File: src/rtl/bram_stream_reader_pkg.sv
// bram_stream_reader_pkg: shared FSM state encoding and FIFO depth for the BRAM stream reader
package bram_stream_reader_pkg;
  typedef enum logic [1:0] {
    IDLE  = 2'd0,
    RUN   = 2'd1,
    DRAIN = 2'd2
  } state_t;
  localparam logic [2:0] FIFO_DEPTH = 3'd2;
endpackage

File: src/rtl/bram_stream_reader_skid_fifo2.sv
// skid_fifo2: 2-entry data+last FIFO; ports clk/rst, flush, push/push_data/push_last, pop, head_data/head_last, count
module skid_fifo2
  import bram_stream_reader_pkg::*;
#(
  parameter int DATA_WIDTH = 12
) (
  input  logic                  clk,
  input  logic                  rst,
  input  logic                  flush,
  input  logic                  push,
  input  logic [DATA_WIDTH-1:0] push_data,
  input  logic                  push_last,
  input  logic                  pop,
  output logic [DATA_WIDTH-1:0] head_data,
  output logic                  head_last,
  output logic [1:0]            count
);
  logic [DATA_WIDTH:0] mem [2];
  logic wp, rp;
  always_ff @(posedge clk or posedge rst) begin
    if (rst) begin
      mem[0] <= '0;
      mem[1] <= '0;
      wp     <= 1'b0;
      rp     <= 1'b0;
      count  <= 2'd0;
    end else if (flush) begin
      wp    <= 1'b0;
      rp    <= 1'b0;
      count <= 2'd0;
    end else begin
      if (push) begin
        mem[wp] <= {push_last, push_data};
        wp      <= ~wp;
      end
      if (pop) rp <= ~rp;
      count <= count + {1'b0, push} - {1'b0, pop};
    end
  end
  assign {head_last, head_data} = mem[rp];
endmodule

File: src/rtl/bram_stream_reader.sv
// bram_stream_reader: bursts words from a 1-cycle-latency BRAM onto a valid/ready stream; ports clk/rst, start/abort/base_addr/length, rd_addr/rd_data, m_valid/m_ready/m_data/m_last, busy/done
module bram_stream_reader
  import bram_stream_reader_pkg::*;
#(
  parameter int ADDR_WIDTH = 8,
  parameter int DATA_WIDTH = 12
) (
  input  logic                  clk,
  input  logic                  rst,
  input  logic                  start,
  input  logic                  abort,
  input  logic [ADDR_WIDTH-1:0] base_addr,
  input  logic [ADDR_WIDTH:0]   length,
  output logic [ADDR_WIDTH-1:0] rd_addr,
  input  logic [DATA_WIDTH-1:0] rd_data,
  output logic                  m_valid,
  input  logic                  m_ready,
  output logic [DATA_WIDTH-1:0] m_data,
  output logic                  m_last,
  output logic                  busy,
  output logic                  done
);
  state_t state, state_nx;
  logic [ADDR_WIDTH-1:0] addr;
  logic [ADDR_WIDTH:0] remaining;
  logic inflight, inflight_last, head_last, pop, issue, last_issue, accept, done_pulse;
  logic [1:0] count;
  assign pop        = m_valid & m_ready;
  // Reserve a FIFO slot for every word still in the BRAM pipeline so pushes never overflow.
  assign issue      = state == RUN && remaining != '0 &&
                      ({1'b0, count} + {2'b0, inflight} - {2'b0, pop}) < FIFO_DEPTH;
  assign last_issue = issue && remaining == (ADDR_WIDTH+1)'(1);
  assign accept     = state == IDLE && start;
  assign done_pulse = state != IDLE && pop && m_last;
  assign rd_addr    = addr;
  assign m_valid    = count != 2'd0;
  assign m_last     = head_last & m_valid;
  assign busy       = state != IDLE;
  always_ff @(posedge clk or posedge rst) begin
    if (rst) state <= IDLE;
    else     state <= state_nx;
  end
  always_comb begin
    state_nx = abort                          ? IDLE  :
               accept && length != '0         ? RUN   :
               state == RUN && last_issue     ? DRAIN :
               done_pulse                     ? IDLE  : state;
  end
  always_ff @(posedge clk or posedge rst) begin
    if (rst) begin
      addr          <= '0;
      remaining     <= '0;
      inflight      <= 1'b0;
      inflight_last <= 1'b0;
      done          <= 1'b0;
    end else begin
      done          <= !abort && ((accept && length == '0) || done_pulse);
      inflight      <= issue && !abort;
      inflight_last <= last_issue;
      if (abort) begin
        remaining <= '0;
      end else if (accept) begin
        addr      <= base_addr;
        remaining <= length;
      end else if (issue) begin
        addr      <= addr + ADDR_WIDTH'(1);
        remaining <= remaining - (ADDR_WIDTH+1)'(1);
      end
    end
  end
  skid_fifo2 #(.DATA_WIDTH(DATA_WIDTH)) u_fifo (
    .clk       (clk),
    .rst       (rst),
    .flush     (abort),
    .push      (inflight),
    .push_data (rd_data),
    .push_last (inflight_last),
    .pop       (pop),
    .head_data (m_data),
    .head_last (head_last),
    .count     (count)
  );
endmodule

File: config.mk
export PLATFORM = sky130hd
export DESIGN_NAME = bram_stream_reader
export DESIGN_NICKNAME = d
export VERILOG_FILES = /design/src/rtl/bram_stream_reader_pkg.sv /design/src/rtl/bram_stream_reader_skid_fifo2.sv /design/src/rtl/bram_stream_reader.sv
export SDC_FILE = /design/constraint.sdc
export NUM_CORES = 1
export LEC_CHECK = 0
export ABC_AREA = 1
export CAP_MARGIN = 20
export CORE_ASPECT_RATIO = 0.8
export CORE_UTILIZATION = 40
export DETAILED_ROUTE_END_ITERATION = 10
export SLEW_MARGIN = 30
export SYNTH_ARGS = -nofsm -noshare
export SYNTH_HDL_FRONTEND = slang
export SYNTH_SLANG_ARGS = --single-unit
File: constraint.sdc
create_clock -name clk -period 3.3 [get_ports clk]
set_input_delay 0.33 -clock clk [delete_from_list [all_inputs] [get_ports clk]]
set_output_delay 0.33 -clock clk [all_outputs]
set_load 0.03 [all_outputs]
; ---- Word-level counts from Yosys, hierarchy flattened
; Index checks and enable logic that the tools add are counted.
[classes]
reduce_logical = 27
n_addsub = 6
bitwise_logic = 7
eq_ne = 2
n_lt_le_gt_ge = 4
mux = 20
[ops]
columns = operator, n
row1 = 13-bit 2-to-1 mux, 4
row2 = 9-bit 2-to-1 mux, 3
row3 = 26-bit bitwise mux, 1
row4 = 9-bit nonzero test, 2
row5 = 8-bit 2-to-1 mux, 2
row6 = 13-bit demux with 1-bit select, 1
row7 = 1-bit logical AND, 12
row8 = 2-bit 2-to-1 mux, 5
row9 = 2-bit nonzero test, 5
row10 = 9-bit by 1-bit equality test with 1-bit output (second input constant), 1
row11 = 9-bit logical NOT, 1
row12 = 9-bit by 1-bit subtractor with 9-bit output (second input constant), 1
row13 = 8-bit by 1-bit adder with 8-bit output (second input constant), 1
row14 = 2-bit >= comparator (second input constant), 2
row15 = 1-bit 2-to-1 mux, 4
row16 = 1-bit inverter with 2-bit output, 2
row17 = 2-bit AND reduction, 2
row18 = 4-bit nonzero test, 1
row19 = 2-bit by 1-bit adder with 3-bit output, 1
row20 = 3-bit by 2-bit < comparator with 1-bit output (second input constant), 1
row21 = 1-bit inverter, 3
row22 = 3-bit nonzero test, 1
row23 = 3-bit by 1-bit subtractor with 3-bit output, 1
row24 = 2-bit by 1-bit adder with 2-bit output, 1
row25 = 7 further kinds, 8
[word_totals]
output_inout_bits = 24
register_bits = 52

; ---- Longest topological paths before layout
; Gate-level depths: netlist (run 1).
[depth]
word_depth = 10
mapped_depth = 16
ltp_nobuf = 16

; ---- Hierarchy
; A second synthesis (run 1) with hierarchy kept.
[unflattened]
hier_cells = 363
hier_area_um2 = 3016.6
[by_module_without_submodules]
columns = mod, seq_area_each_um2, cells_per_inst, area_per_inst_um2, instances
row1 = bram_stream_reader, 550.5, 227, 1522.7, 1
row2 = skid_fifo2, 750.7, 136, 1493.9, 1

; ---- Least setup slack after synthesis (run 1)
; No wires, ideal clock.
[synth_path]
path_kind = reg2reg
from = register u_fifo.count[1]
to = register addr[3] (netlist: rd_addr[3])
t_arrival_ns = 2.320
stages_incl_launch_ff = 14
slack_ns = 0.861
required_time_ns = 3.181
cell_sequence = dfrtp_1 -> nor2_1 -> nor2_1 -> ha_1 -> inv_1 -> ha_1 -> inv_1 -> fa_1 -> nand3_1 -> nor2_4 -> o21ai_4 -> a21oi_4 -> buf_6 -> o21ai_2
[synth_via]
elab_chain_len = 7
[synth_lines]
columns = element, line_no
row1 = from (decl), bram_stream_reader_skid_fifo2.sv:16  ; output logic [1:0] count
row2 = from (signal assigned), bram_stream_reader_skid_fifo2.sv:37  ; count <= count + {1'b0, push} - {1'b0, pop};
row3 = "parallel branches: the longest is 2 deep, another holds 2-bit by 1-bit adder with 3-bit output", n/a
row4 = 3-bit by 1-bit subtractor with 3-bit output *, bram_stream_reader.sv:31  ; ({1'b0, count} + {2'b0, inflight} - {2'b0, pop}) < FIFO_DEPTH;
row5 = 3-bit by 2-bit < comparator with 1-bit output *, bram_stream_reader.sv:31
row6 = 1-bit logical AND *, bram_stream_reader.sv:30  ; assign issue = state == RUN && remaining != '0 &&
row7 = 2-bit nonzero test (no source line) *, n/a
row8 = 2-bit AND reduction (no source line) *, n/a
row9 = to (signal assigned), bram_stream_reader.sv:63  ; addr <= base_addr;
row10 = to (signal assigned), bram_stream_reader.sv:66  ; addr <= addr + ADDR_WIDTH'(1);
row11 = to (decl), bram_stream_reader.sv:24  ; logic [ADDR_WIDTH-1:0] addr;
; Mark *: on every way between the ends.
; A chain may end at the register's enable or synchronous reset.

; ---- Final worst setup path (run 1)
[layout_path]
from = register u_fifo.count[1]
to = register remaining[2]
[layout_via]
elab_chain_len = 6
[layout_lines]
columns = element, line_no
row1 = "parallel branches: the longest is 2 deep, another holds 2-bit by 1-bit adder with 3-bit output", n/a
row2 = 3-bit by 1-bit subtractor with 3-bit output *, bram_stream_reader.sv:31
row3 = 3-bit by 2-bit < comparator with 1-bit output *, bram_stream_reader.sv:31
row4 = 1-bit logical AND *, bram_stream_reader.sv:30
row5 = 3-bit nonzero test (no source line) *, n/a
row6 = to (signal assigned), bram_stream_reader.sv:64  ; remaining <= length;
row7 = to (signal assigned), bram_stream_reader.sv:67  ; remaining <= remaining - (ADDR_WIDTH+1)'(1);
row8 = to (decl), bram_stream_reader.sv:25  ; logic [ADDR_WIDTH:0] remaining;
; Marks and branches as above.

==> metrics, run 1 <==
sequential area share after synthesis=45.5%; worst clock skew=4.13 ps; die height=77.6 um; setup repair bufs after CTS=0; dominant cells by area after synthesis=dfrtp_1 (45%), nand2_1 (18%), o21ai_0 (7.5%); CP Launch Type=flop; number of remaining DRC errors=1; placed cell count=517; CTS tree=yes; post-synthesis cell area=0.00286 mm2; number of rows in the core area=27; number of global-route vias before repair=2,409; cell with the largest stage delay on the worst path=fa_1; sum of overflow across all layers after global routing=0; Critical Path Sink Type=flop; Floorplan Core Area=0.00689 mm2; final slew viol count=0; CTS root buffer=clkbuf_8; share of the synthesized area in the top cell type=45.5%; max incr delay on CP=500 ps; peak ir drop on the vdd network=309 uV; internal power summed over all cells=1640 uW; Routed Antenna Nets=0; worst relative slew slack=56.2%; Worst Max-Slew Pin Slew=657 ps; initial core utilization=41.5%; final critical-path required period=2750 ps; maximum achievable frequency=364 MHz; library cell with the largest summed area after synthesis=dfrtp_1; outcome=finished, violations left; clock latency of the later-clocked register in the worst-skew pair=300 ps; switching power share of the total=44.3%; average cell area after synthesis=7.51 um2; Detailed Route WL=6.31 mm; HP Class=in -> async; Data required, critical path=3520 ps; Initial DRT Pass Iterations=7; post-cts hold buffer count=0; sum of negative setup slack=0 ps; wire length of the first global-routing pass=11.2 mm; CP Data Arrival Time=2970 ps; total number of nets in the final design=478; number of warnings reported in the yosys synthesis log=0; Detailed Route Iter0 Violations=154; failing checks=DRC; Hold Violations, Final=0; count of endpoints failing setup in the final report=0; Max Buffers Root-to-Sink=2; weighted congestion reported at the end of routability-driven placement=0.820; number of violations of the max-capacitance limit=0; horizontal extent of the die=96.5 um; EDFF count, synth=0; gate family responsible for the most delay along the worst path=adder cells; CTS Buf Count=5; global-route usage over all layers=18.8%; fill cell total of the finished layout=700; Net Count, Synth=422; CP Cell Sequence=nor2_1, nor2_1, ha_1, inv_1, ha_1, inv_1, fa_1, nand3_1, nor2_4, o21ai_4, a21oi_4, buf_4, nand2_1, o21ai_0; Boundary Pins=58; combinational share of power=51.3%; number of standard cells after synthesis=381; total of buffers placed on input and output ports=57; clock share of power=12.9%; classification of the worst setup path=reg -> reg; area enclosed by the die boundary=0.00749 mm2; Cell variety after synth=30; number of antenna violations at the first check in global routing=0; share of final-layout standard cells stronger than drive strength 1=7.53%; post-route clock period utilization=83.3%; clock transition at the register clock pins on the worst setup and hold paths after CTS=90 ps; detailed placement HPWL=4.47 mm; worst path bufs/invs=3; Cell Pwr Density=816 mW/mm2; maximum number of pins on one net before global-route repair=53; Max H-tree Level=2; Async S/R FF share, synth=100%; share of total power in sequential cells=35.8%; total number of vias=2,478; count of placed standard cells in the final layout, fillers left out=525; per-cell routed wire length=12.0 um; area added between synthesis and finish=25.8%; standby leakage power=0.00176 uW; core utilization of the finished layout=52.2%; sink count of the clock tree=52; count of inserted antenna diode cells=0; most instantiated flip-flop cell in the synthesis netlist=dfrtp_1; Synth Register Bits=52; Net Sw Power=1300 uW; setup repair after global routing missed its margin=false; ratio of routed vias to standard cells=4.72; biggest fanout along the worst timing path=14; number of instances resized during post-cts repair=0
==> layout by cell type, fill, tap and decap left out, drive strengths merged <==
master	count
nand2	147
clkdlybuf4s50	57
dfrtp	52
o21ai	52
inv	45
nor2	28
nand3	19
clkbuf	7
nand4	6
ha	6
a21oi	6
xnor2	2
or2	2
xor2	2
buf	2
clkinv	1
o22ai	1
and2	1
fa	1
clkinvlp	1
==> registers in the layout, summed over array words and instances, names as in the netlist <==
signal,count
u_fifo.rp,1
u_fifo.wp,1
remaining,9
u_fifo.count,2
state,2
inflight_last,1
u_fifo.mem,26
rd_addr,8
done,1
inflight,1
==> worst reg2reg max path: cells and delay by family (launching register included) <==
family,cells,cell delay [ps]
adders and majority gates,3,910
AOI/OAI and AO/OA,3,300
buffers and inverters,3,350
DFF,1,430
and+or+nand+nor,5,680
==> final timing paths <==
path | start | depth (start not counted) | end | slack [ps]
max in group asynchronous | rst | 2 | u_fifo.mem[17] | 2400
min in group clk | u_fifo.mem[17] | 2 | u_fifo.mem[17] | 490
setup reg to reg | u_fifo.count[1] | 14 | remaining[2] | 550
setup / recovery | u_fifo.count[1] | 14 | remaining[2] | 550
hold / removal | rst | 2 | u_fifo.mem[2] | 470
hold reg to reg | u_fifo.mem[17] | 2 | u_fifo.mem[17] | 490
==> power groups by stage <==
stage | combinational (uW) | clock (uW) | sequential [uW]
detailed placement | 1520 | 0 | 1060
global placement | 1500 | 0 | 1060
finish | 1510 | 380 | 1050
floorplan | 970 | 0 | 1100
CTS | 1520 | 391 | 1050
global route | 1690 | 419 | 1080
==> stage by stage <==
| step | hold slack [ps] | setup slack (ps) | total power (uW) | cell area [um2] |
|---|---|---|---|---|
| floorplan | 393 | 861 | 2070 | 2860 |
| global placement | 467 | 370 | 2550 | 3500 |
| detailed placement | 473 | 277 | 2580 | 3500 |
| CTS | 497 | 539 | 2970 | 3600 |
| global route | 515 | 368 | 3190 | 3600 |
| finish | 474 | 552 | 2940 | 3600 |
==> cell families after synthesis <==
logic type / count (synthesis) / share of synthesized area [%]
XOR/XNOR: 4 / 1.23
AO/OA/AOI/OAI: 59 / 11.8
adder cells (fa/ha/maj): 7 / 3.32
flip-flops: 52 / 45.5
AND/OR/NAND/NOR: 203 / 30.2
buffers and inverters: 56 / 7.96
==> synthesized netlist by cell type (3+ instances only) <==
master	n
nand2_1	140
dfrtp_1	52
inv_1	43
o21ai_0	43
nor2_1	25
nand3_1	16
ha_1	6
nand2_2	6
nand4_1	6
a21oi_1	5
o21ai_2	5
buf_2	4
clkbuf_1	4
nand3_2	3
o21ai_1	3
==> layer usage <==
metal	up-vias	part of all wire [%]	GRT usage (%)
met3	0	3.4	3.63
met5	-	0	0
met1	1139	53	28.3
li1	1301	-	-
met2	38	44	28.5
met4	0	0	3.09
==> cell type report <==
cell class | instances | area (um2) | share of cell area (%)
clock buffers | 7 | 86.3 | 2.40
clock inverters | 1 | 7.51 | 0.209
inverters | 46 | 176 | 4.90
multi-input cells | 273 | 1330 | 37.0
flip-flops and latches | 52 | 1300 | 36.2
well taps | 87 | 109 | 3.03
repair buffers | 59 | 586 | 16.3
Power figures use the tool's default switching activity.
==> run 2, diff against run 1 <==
clock period = 2.55 ns   (was 3.3 ns; I/O delays follow)
==> metrics, run 2 (synthesis results as in run 1) <==
max incr delay on CP=520 ps; peak ir drop on the vdd network=414 uV; core utilization of the finished layout=53.5%; Worst Setup Slack post-DPL=-254 ps; die height=77.6 um; classification of the worst setup path=reg -> reg; ratio of routed vias to standard cells=4.74; final critical-path required period=2460 ps; post-route design area=0.00368 mm2; highest-count cells in the layout ignoring fill and taps=nand2_1 (140), clkdlybuf4s50_1 (57), dfrtp_1 (52), inv_1 (42), o21ai_0 (39); Critical Path Sink Type=flop; outcome=finished, final reports clean; CP Launch Type=flop; Detailed Route WL=6.29 mm; initial core utilization=41.5%; Net Sw Power=1720 uW; number of violations of the max-capacitance limit=0; Max H-tree Level=2; Floorplan Core Area=0.00689 mm2; Detailed Route Iter0 Violations=113; Worst Max-Slew Pin Slew=607 ps; Min Hold Slack=147 ps; worst path bufs/invs=3; share of final-layout standard cells stronger than drive strength 1=10.5%; area added between synthesis and finish=28.8%; number of rows in the core area=27; Cell Pwr Density=1050 mW/mm2; combinational share of power=52.9%; post-route clock period utilization=96.5%; total of buffers placed on input and output ports=57; Hold Violations, Final=0; number of global-route vias before repair=2,388; CP Cell Sequence=nor2_2, nor2_2, ha_1, inv_1, ha_1, inv_1, fa_1, nand3_2, nor2_4, o21ai_4, a21oi_4, buf_12, nand2_1, o21ai_1; footprint of the multi-input gates=0.00135 mm2; sink count of the clock tree=52; setup slack of the critical path after layout=89.7 ps; Largest register FFs=26; gate family responsible for the most delay along the worst path=adder cells; biggest fanout along the worst timing path=14; standard cell area after detailed placement=0.00358 mm2; Data required, critical path=2780 ps; Reg-to-Reg Start=u_fifo.count[1]; standby leakage power=0.00181 uW; detailed placement HPWL=4.49 mm; sum of overflow across all layers after global routing=0; setup repair after global routing missed its margin=true; CP Data Arrival Time=2690 ps; final slew viol count=0; most common cell after layout, fill and taps aside=nand2_1; Boundary Pins=58; share of total power in sequential cells=35.0%; area enclosed by the die boundary=0.00749 mm2; count of inserted antenna diode cells=0; wire length of the first global-routing pass=11.1 mm; launch point of the critical path=u_fifo.count[1]; count of endpoints failing setup in the final report=0; Initial DRT Pass Iterations=4; worst relative slew slack=59.5%; per-cell routed wire length=11.8 um; clock latency of the later-clocked register in the worst-skew pair=300 ps; global-route usage over all layers=18.8%; FF-to-FF setup slack=90 ps; clock share of power=12.1%; Routed Antenna Nets=0; total number of vias=2,529; switching power share of the total=44.3%; internal power summed over all cells=2160 uW; horizontal extent of the die=96.5 um; HP Class=in -> async; maximum achievable frequency=406 MHz; cell with the largest stage delay on the worst path=fa_1; fill cell total of the finished layout=703; number of remaining DRC errors=0; number of antenna violations at the first check in global routing=0; clock transition at the register clock pins on the worst setup and hold paths after CTS=100 ps; CTS Buf Count=5; total number of nets in the final design=488; maximum number of pins on one net before global-route repair=46; worst clock skew=6.18 ps; Max Buffers Root-to-Sink=2; weighted congestion reported at the end of routability-driven placement=0.827; FF+latch area=0.00130 mm2; CTS root buffer=clkbuf_8; CTS tree=yes; Top reg by flops=u_fifo.mem
## run 2: cell types whose count changed in the layout (fill, tap and decap cells not counted)
cell / before / now
nor2_2: 1 / 3
buf_4: 2 / 11
clkbuf_1: 1 / 0
o21ai_2: 5 / 6
nand3_2: 3 / 4
clkbuf_8: 6 / 5
nand3_1: 16 / 15
buf_12: 0 / 1
o21ai_0: 43 / 39
inv_2: 2 / 3
o21ai_1: 3 / 6
nor2_1: 25 / 23
## run 2: worst paths after layout
path                                       end  cells past startpoint
worst max-delay path              remaining[2]                     14
worst min-delay path             u_fifo.mem[4]                      2
worst max register to register    remaining[2]                     14
worst min register to register  u_fifo.mem[13]                      2
max in group asynchronous       u_fifo.mem[12]                      3
min in group clk                u_fifo.mem[13]                      2
## run 2: routing by layer
layer | global-route usage [%] | vias up | part of all wire, %
li1 | - | 1325 | -
met5 | 0 | - | 0
met4 | 3.68 | 0 | 0.73
met3 | 3.33 | 4 | 4.6
met1 | 29.2 | 1151 | 53
met2 | 27.1 | 49 | 41
## run 2: what timing repair did
action,4_1_cts,5_1_grt
buffers inserted,0,1
hold buffers,0,0
gates resized for setup,0,9
setup endpoints to repair,0,17
## run 2: worst register-to-register path, cell delays in order (launching register included)
cell and delay (ps):
dfrtp_1 400, nor2_2 140, nor2_2 60, ha_1 260
inv_1 60, ha_1 130, inv_1 50, fa_1 520
nand3_2 100, nor2_4 140, o21ai_4 100, a21oi_4 150
buf_12 160, nand2_1 50, o21ai_1 70
## run 2: power groups by stage
| stage | clock (uW) | sequential, uW | combinational (uW) |
|---|---|---|---|
| 3_5_place_dp | 0 | 1370 | 2030 |
| 6_report | 467 | 1360 | 2050 |
| 3_3_place_gp | 0 | 1360 | 2020 |
| 2_1_floorplan | 0 | 1430 | 1260 |
| 4_1_cts | 480 | 1350 | 2040 |
| 5_1_grt | 514 | 1400 | 2310 |
## run 2: layout make-up
cell class | instances | share of cell area (%)
clock buffers | 5 | 1.87
clock inverters | 2 | 0.340
well taps | 87 | 2.95
flip-flops and latches | 52 | 35.3
multi-input cells | 273 | 36.5
repair buffers | 69 | 18.3
inverters | 46 | 4.75
## run 2: stage by stage
stage	power (uW)	std cells	TNS (ps)
floorplan	2680	381	0
global placement	3380	526	-3400
detailed placement	3390	526	-3950
CTS	3870	533	0
global route	4220	534	-1010
finish	3870	534	0
